### src/rtl/mod_n_ctr.sv
// mod_n_ctr: free-running modulo-N up-counter.
// Counts 0..N-1 and wraps to 0, one step per rising clk edge. tc flags the
// terminal value, and wrap_cnt counts completed wraps modulo 2^WRAP_W.
// rstn is an asynchronous, active-HIGH reset despite its name.

module mod_n_ctr #(
    parameter int N      = 10,
    parameter int WIDTH  = 4,
    parameter int WRAP_W = 8
) (
    input  logic              clk,
    input  logic              rstn,
    output logic [WIDTH-1:0]  out,
    output logic              tc,
    output logic [WRAP_W-1:0] wrap_cnt
);

    // Terminal value. It is held at WIDTH bits, so the unsigned compare is
    // done at the width of the count itself.
    localparam logic [WIDTH-1:0] LAST = WIDTH'(N - 1);

    // Elaboration-time parameter legality checks.
    if (N < 32'sd2) begin : g_chk_n_min
        $fatal(1, "mod_n_ctr: N must be at least 2");
    end
    if ((WIDTH < 32'sd31) && (N > (32'sd1 <<< WIDTH))) begin : g_chk_n_max
        $fatal(1, "mod_n_ctr: N must not exceed 2^WIDTH");
    end
    if (WRAP_W < 32'sd1) begin : g_chk_wrap_w
        $fatal(1, "mod_n_ctr: WRAP_W must be at least 1");
    end

    logic [WIDTH-1:0]  out_q;
    logic [WIDTH-1:0]  out_d;
    logic [WRAP_W-1:0] wrap_q;
    logic [WRAP_W-1:0] wrap_d;

    // Next-state logic: wrap at the terminal value and bump the wrap counter,
    // otherwise increment. An out-of-range count (upset) reloads 0 without
    // counting as a wrap.
    always_comb begin
        out_d  = out_q;
        wrap_d = wrap_q;
        if (out_q == LAST) begin
            // The wrap comes from this compare, so N == 2^WIDTH behaves the
            // same as any other modulus and never relies on overflow.
            out_d  = {WIDTH{1'b0}};
            wrap_d = wrap_q + WRAP_W'(1);
        end else if (out_q < LAST) begin
            out_d  = out_q + WIDTH'(1);
        end else begin
            out_d  = {WIDTH{1'b0}};
        end
    end

    // State registers. The asynchronous reset clears both counters at once
    // and takes priority over a coincident clock edge.
    always_ff @(posedge clk or posedge rstn) begin
        if (rstn) begin
            out_q  <= {WIDTH{1'b0}};
            wrap_q <= {WRAP_W{1'b0}};
        end else begin
            out_q  <= out_d;
            wrap_q <= wrap_d;
        end
    end

    assign out      = out_q;
    assign wrap_cnt = wrap_q;
    // tc is decoded combinationally from the count, so it is high for
    // exactly one cycle in every N.
    assign tc       = (out_q == LAST);

endmodule

### config.mk
export PLATFORM = sky130hd
export DESIGN_NAME = mod_n_ctr
export DESIGN_NICKNAME = d
export VERILOG_FILES = /design/src/rtl/mod_n_ctr.sv
export SDC_FILE = /design/constraint.sdc
export NUM_CORES = 1
export LEC_CHECK = 0
export BUFFER_PORTS_ARGS = -buffer_cell sky130_fd_sc_hd__buf_4
export CAP_MARGIN = 10
export CORE_AREA = 4 4 41 43
export CTS_BUF_LIST = sky130_fd_sc_hd__clkbuf_16
export DETAILED_ROUTE_END_ITERATION = 10
export DIE_AREA = 0 0 45 47
export GPL_TIMING_DRIVEN = 0
export PLACE_DENSITY = 0.7
export SYNTH_ARGS = -nofsm -noshare
export SYNTH_HDL_FRONTEND = slang
export SYNTH_SLANG_ARGS = --single-unit
### constraint.sdc
create_clock -name clk -period 2.35 [get_ports clk]
set_clock_uncertainty 0.05 [all_clocks]
set_input_delay 0.47 -clock clk [delete_from_list [all_inputs] [get_ports clk]]
set_output_delay 0.47 -clock clk [all_outputs]
set_load 0.02 [all_outputs]
## Word-level counts from Yosys, hierarchy flattened

Cells that the tools add are included.

| storage, ports and cells | value |
|---|---|
| output and inout port bits | 13 |
| logic and storage cells | 8 |
| input port bits | 2 |
| register bits after elaboration | 12 |

| cells by class | value |
|---|---|
| add/sub/neg operators | 2 |
| eq/ne operators | 1 |
| $lt $le $gt $ge | 1 |
| mux-type cells | 2 |

Operators by type and width:

| operator | count |
|---|---|
| $add A8 B1 Y8 const B | 1 |
| $mux W4 | 2 |
| $add A4 B1 Y4 const B | 1 |
| $eq A4 B4 Y1 const B | 1 |
| $lt A4 B4 Y1 const B | 1 |

## Logic depth before layout (Yosys ltp)

| depth | value |
|---|---|
| word-level depth | 3 |
| mapped depth | 5 |
| depth with buffers taken out | 5 |

## Worst setup path before layout

Ideal clock, no wire load.

| path | value |
|---|---|
| kind | reg2out |
| start point | reg out_q[1] (netlist: out[1]) |
| end point | out tc |
| stages on the path, launching flop included | 5 |
| required time | 1.830 ns |
| path buffers | 0 |
| arrival | 1.088 ns |
| path slack | 0.742 ns |
| cells stage by stage | dfrtp_1 -> inv_1 -> ha_1 -> nand3b_4 -> inv_1 |

| on the way | value |
|---|---|
| longest elaborated chain between the ends | 1 |

RTL lines:

| what | line | source |
|---|---|---|
| start, declared | 33 | `logic [WIDTH-1:0] out_q;` |
| start signal, assigned | 60 | `out_q <= {WIDTH{1'b0}};` |
| start signal, assigned | 63 | `out_q <= out_d;` |
| $eq A4 B4 Y1 | 72 | `assign tc = (out_q == LAST);` |
| end, declared | 14 | `output logic tc,` |

Every way passes these cells.

## Worst setup path after layout

Same ends and word-level chain as after synthesis.

==> run metrics <==
NetSw roughly 91 µW; fin crit share about four fifths; cell depth of the worst flop-to-flop path 5; met3 wire len ~60 µm; CTS tree done; Max Used Layer met4; core area between 1000 and 1500 µm²; CTS Hold Bufs 0; startpoint types flop; maxcap violations 0; crit path from out[1]; met1 WL 496 µm; clock buffer count from CTS 3; Max FO, Critical Path 6; Post-CTS Setup Repair Bufs 0; drt drc 0; CTS Root Buffer Type clkbuf_16; Tmin final 1.87 ns; share of layout cells above drive strength 1 32.4%; PD cells 664 nW/µm²; Synth area leader dfrtp_1; critical path data required time 1.83 ns; Mapped Nets between 50 and 60; WP data arrival ~1.4 ns; Synth Cell Area 586 µm²; Avg WL per Cell about 13 µm; LEAKAGE between 0.3 and 0.4 nW; clock sink count 12; Final Wtd Congestion roughly 0.7; Vias/cell just under 5; FP Rows 13; chip height between 40 and 50 µm; Layout Nets 75; Core Util, Final 60.6%; final setup TNS 0 ns; PortBufs 14; Syn. warnings 0; synth top area cells dfrtp_1 (51%), ha_1 (8.5%), xnor2_1 (6.0%); area share of the largest cell type after synthesis around half; die width roughly 45 µm; peak supply drop about 0.46 mV; fin. max-slew vios 0; commonest non-fill, non-tap cell in the layout buf_4; R2R setup slack 0.92 ns; Fmax achieved 535 MHz; RSZ-0062 raised after global routing no; Synth Area per Inst between 10 and 15 µm²; relative slew slack 70.0%; largest net degree at the start of global routing 13; first-pass iteration count of the detailed router 2; antenna violations before repair 0; Cell variety after synth 18; worst r2r dst wrap_cnt[4]; WS Path Type reg -> out; first-pass GRT wire length 1900 µm; GRT overflow 0; post-DP HPWL 774 µm; Net Sw Frac 17.4%; via count about 400; launch point of the worst reg-to-reg path out[1]; DR iter-0 viols 2; IO Count 15; Tot GR Track Use between 10% and 20%; CTS clk-pin slew, worst paths about 0.040 ns; total wire length between 1000 and 1500 µm; P&R area growth vs syn 34.6%; clk_lat worst skew about 0.24 ns; met2 WL roughly 500 µm; combinational power share 1.0%; Reg power frac approximately two fifths; # resized after CTS 0; Finish-stage setup viols 0; sequential fraction of the synthesis area 51.3%; Clk pwr share 59.4%; Antenna diodes 0; vias in the first global route between 400 and 500; Worst setup EP type primary output; die area roughly 2100 µm²; Routed Antenna Nets 0; CTS Buffer Depth 2; Seq cells post-synth 12; htree depth 1; commonest cells after routing, fill and taps aside buf_4 (14), dfrtp_1 (12); Initial Util between 40% and 50%; Worst-Margin Slew approximately 0.45 ns; min-delay worst type in -> async; P_int roughly 430 µW; Final Hold Fails 0; synthesized instance count 50; status finished, final reports clean
area by class of cell:
class / count / area, µm²
Multi-Input combinational cell: 34 / 270
Fill cell: 124 / 513
Clock buffer: 3 / 75.1
Tap cell: 15 / 18.8
Inverter: 4 / 15.0
Timing Repair Buffer: 14 / 105
Clock inverter: 1 / 3.75
Sequential cell: 12 / 300
per-layer routing:
layer / global-route usage (%) / up-vias
met4: 8.77 / 0
met3: 6.13 / 2
met5: 0 / -
met2: 18.6 / 9
met1: 16.5 / 195
li1: - / 204
worst max-delay path: stages, from the launching register on:
cell and delay, ns:
dfrtp_1 0.41, inv_1 0.09, ha_1 0.25, nand3b_4 0.15, inv_1 0.08, buf_4 0.13
flip-flops by register name, indices dropped and copies added (netlist names):
register,flops
wrap_cnt,8
out,4
cells by family after synthesis:
logic type,after synthesis,synth area share [%]
buffers and inverters,4,2.56
muxes,1,1.92
DFF,12,51.3
and+or+nand+nor,17,19.9
xor gates and xnor gates,8,12.0
adders and majority gates,4,8.55
AOI/OAI and AO/OA,4,3.85
synthesized netlist by cell type:
master	number
dfrtp_1	12
ha_1	4
inv_1	4
nand2_1	4
nand3_1	4
xnor2_1	4
xor2_1	4
nor2_1	2
nor3_2	2
o21ai_0	2
a21boi_0	1
a21oi_1	1
and3_1	1
and4b_4	1
mux2_2	1
nand3b_4	1
nand4_1	1
nor3b_1	1
how the worst max path moves through the flow:
stage                     to  slack [ns]
after global placement    tc        0.75
after floorplan           tc        0.74
final                     tc        0.48
after CTS                 tc        0.47
after global routing      tc        0.38
after detailed placement  tc        0.72
through the flow:
| step | total power [mW] | cells | setup WS (ns) | area (µm²) | hold WS (ns) |
|---|---|---|---|---|---|
| 2_1_floorplan | 0.214 | 50 | 0.742 | 586 | 0.285 |
| 4_1_cts | 0.527 | 83 | 0.468 | 788 | 0.204 |
| 5_1_grt | 0.542 | 83 | 0.380 | 788 | 0.230 |
| 6_report | 0.523 | 83 | 0.482 | 788 | 0.190 |
| 3_3_place_gp | 0.216 | 79 | 0.753 | 709 | 0.407 |
| 3_5_place_dp | 0.216 | 79 | 0.723 | 709 | 0.427 |
power groups by stage:
stage / clock [mW] / combinational, mW / sequential [mW]
after global routing: 0.328 / 0.00608 / 0.207
after global placement: 0 / 0.00544 / 0.210
after floorplan: 0 / 0.00315 / 0.210
after CTS: 0.314 / 0.00541 / 0.207
after detailed placement: 0 / 0.00543 / 0.210
final: 0.311 / 0.00509 / 0.207
(Power assumes the default switching activity.)
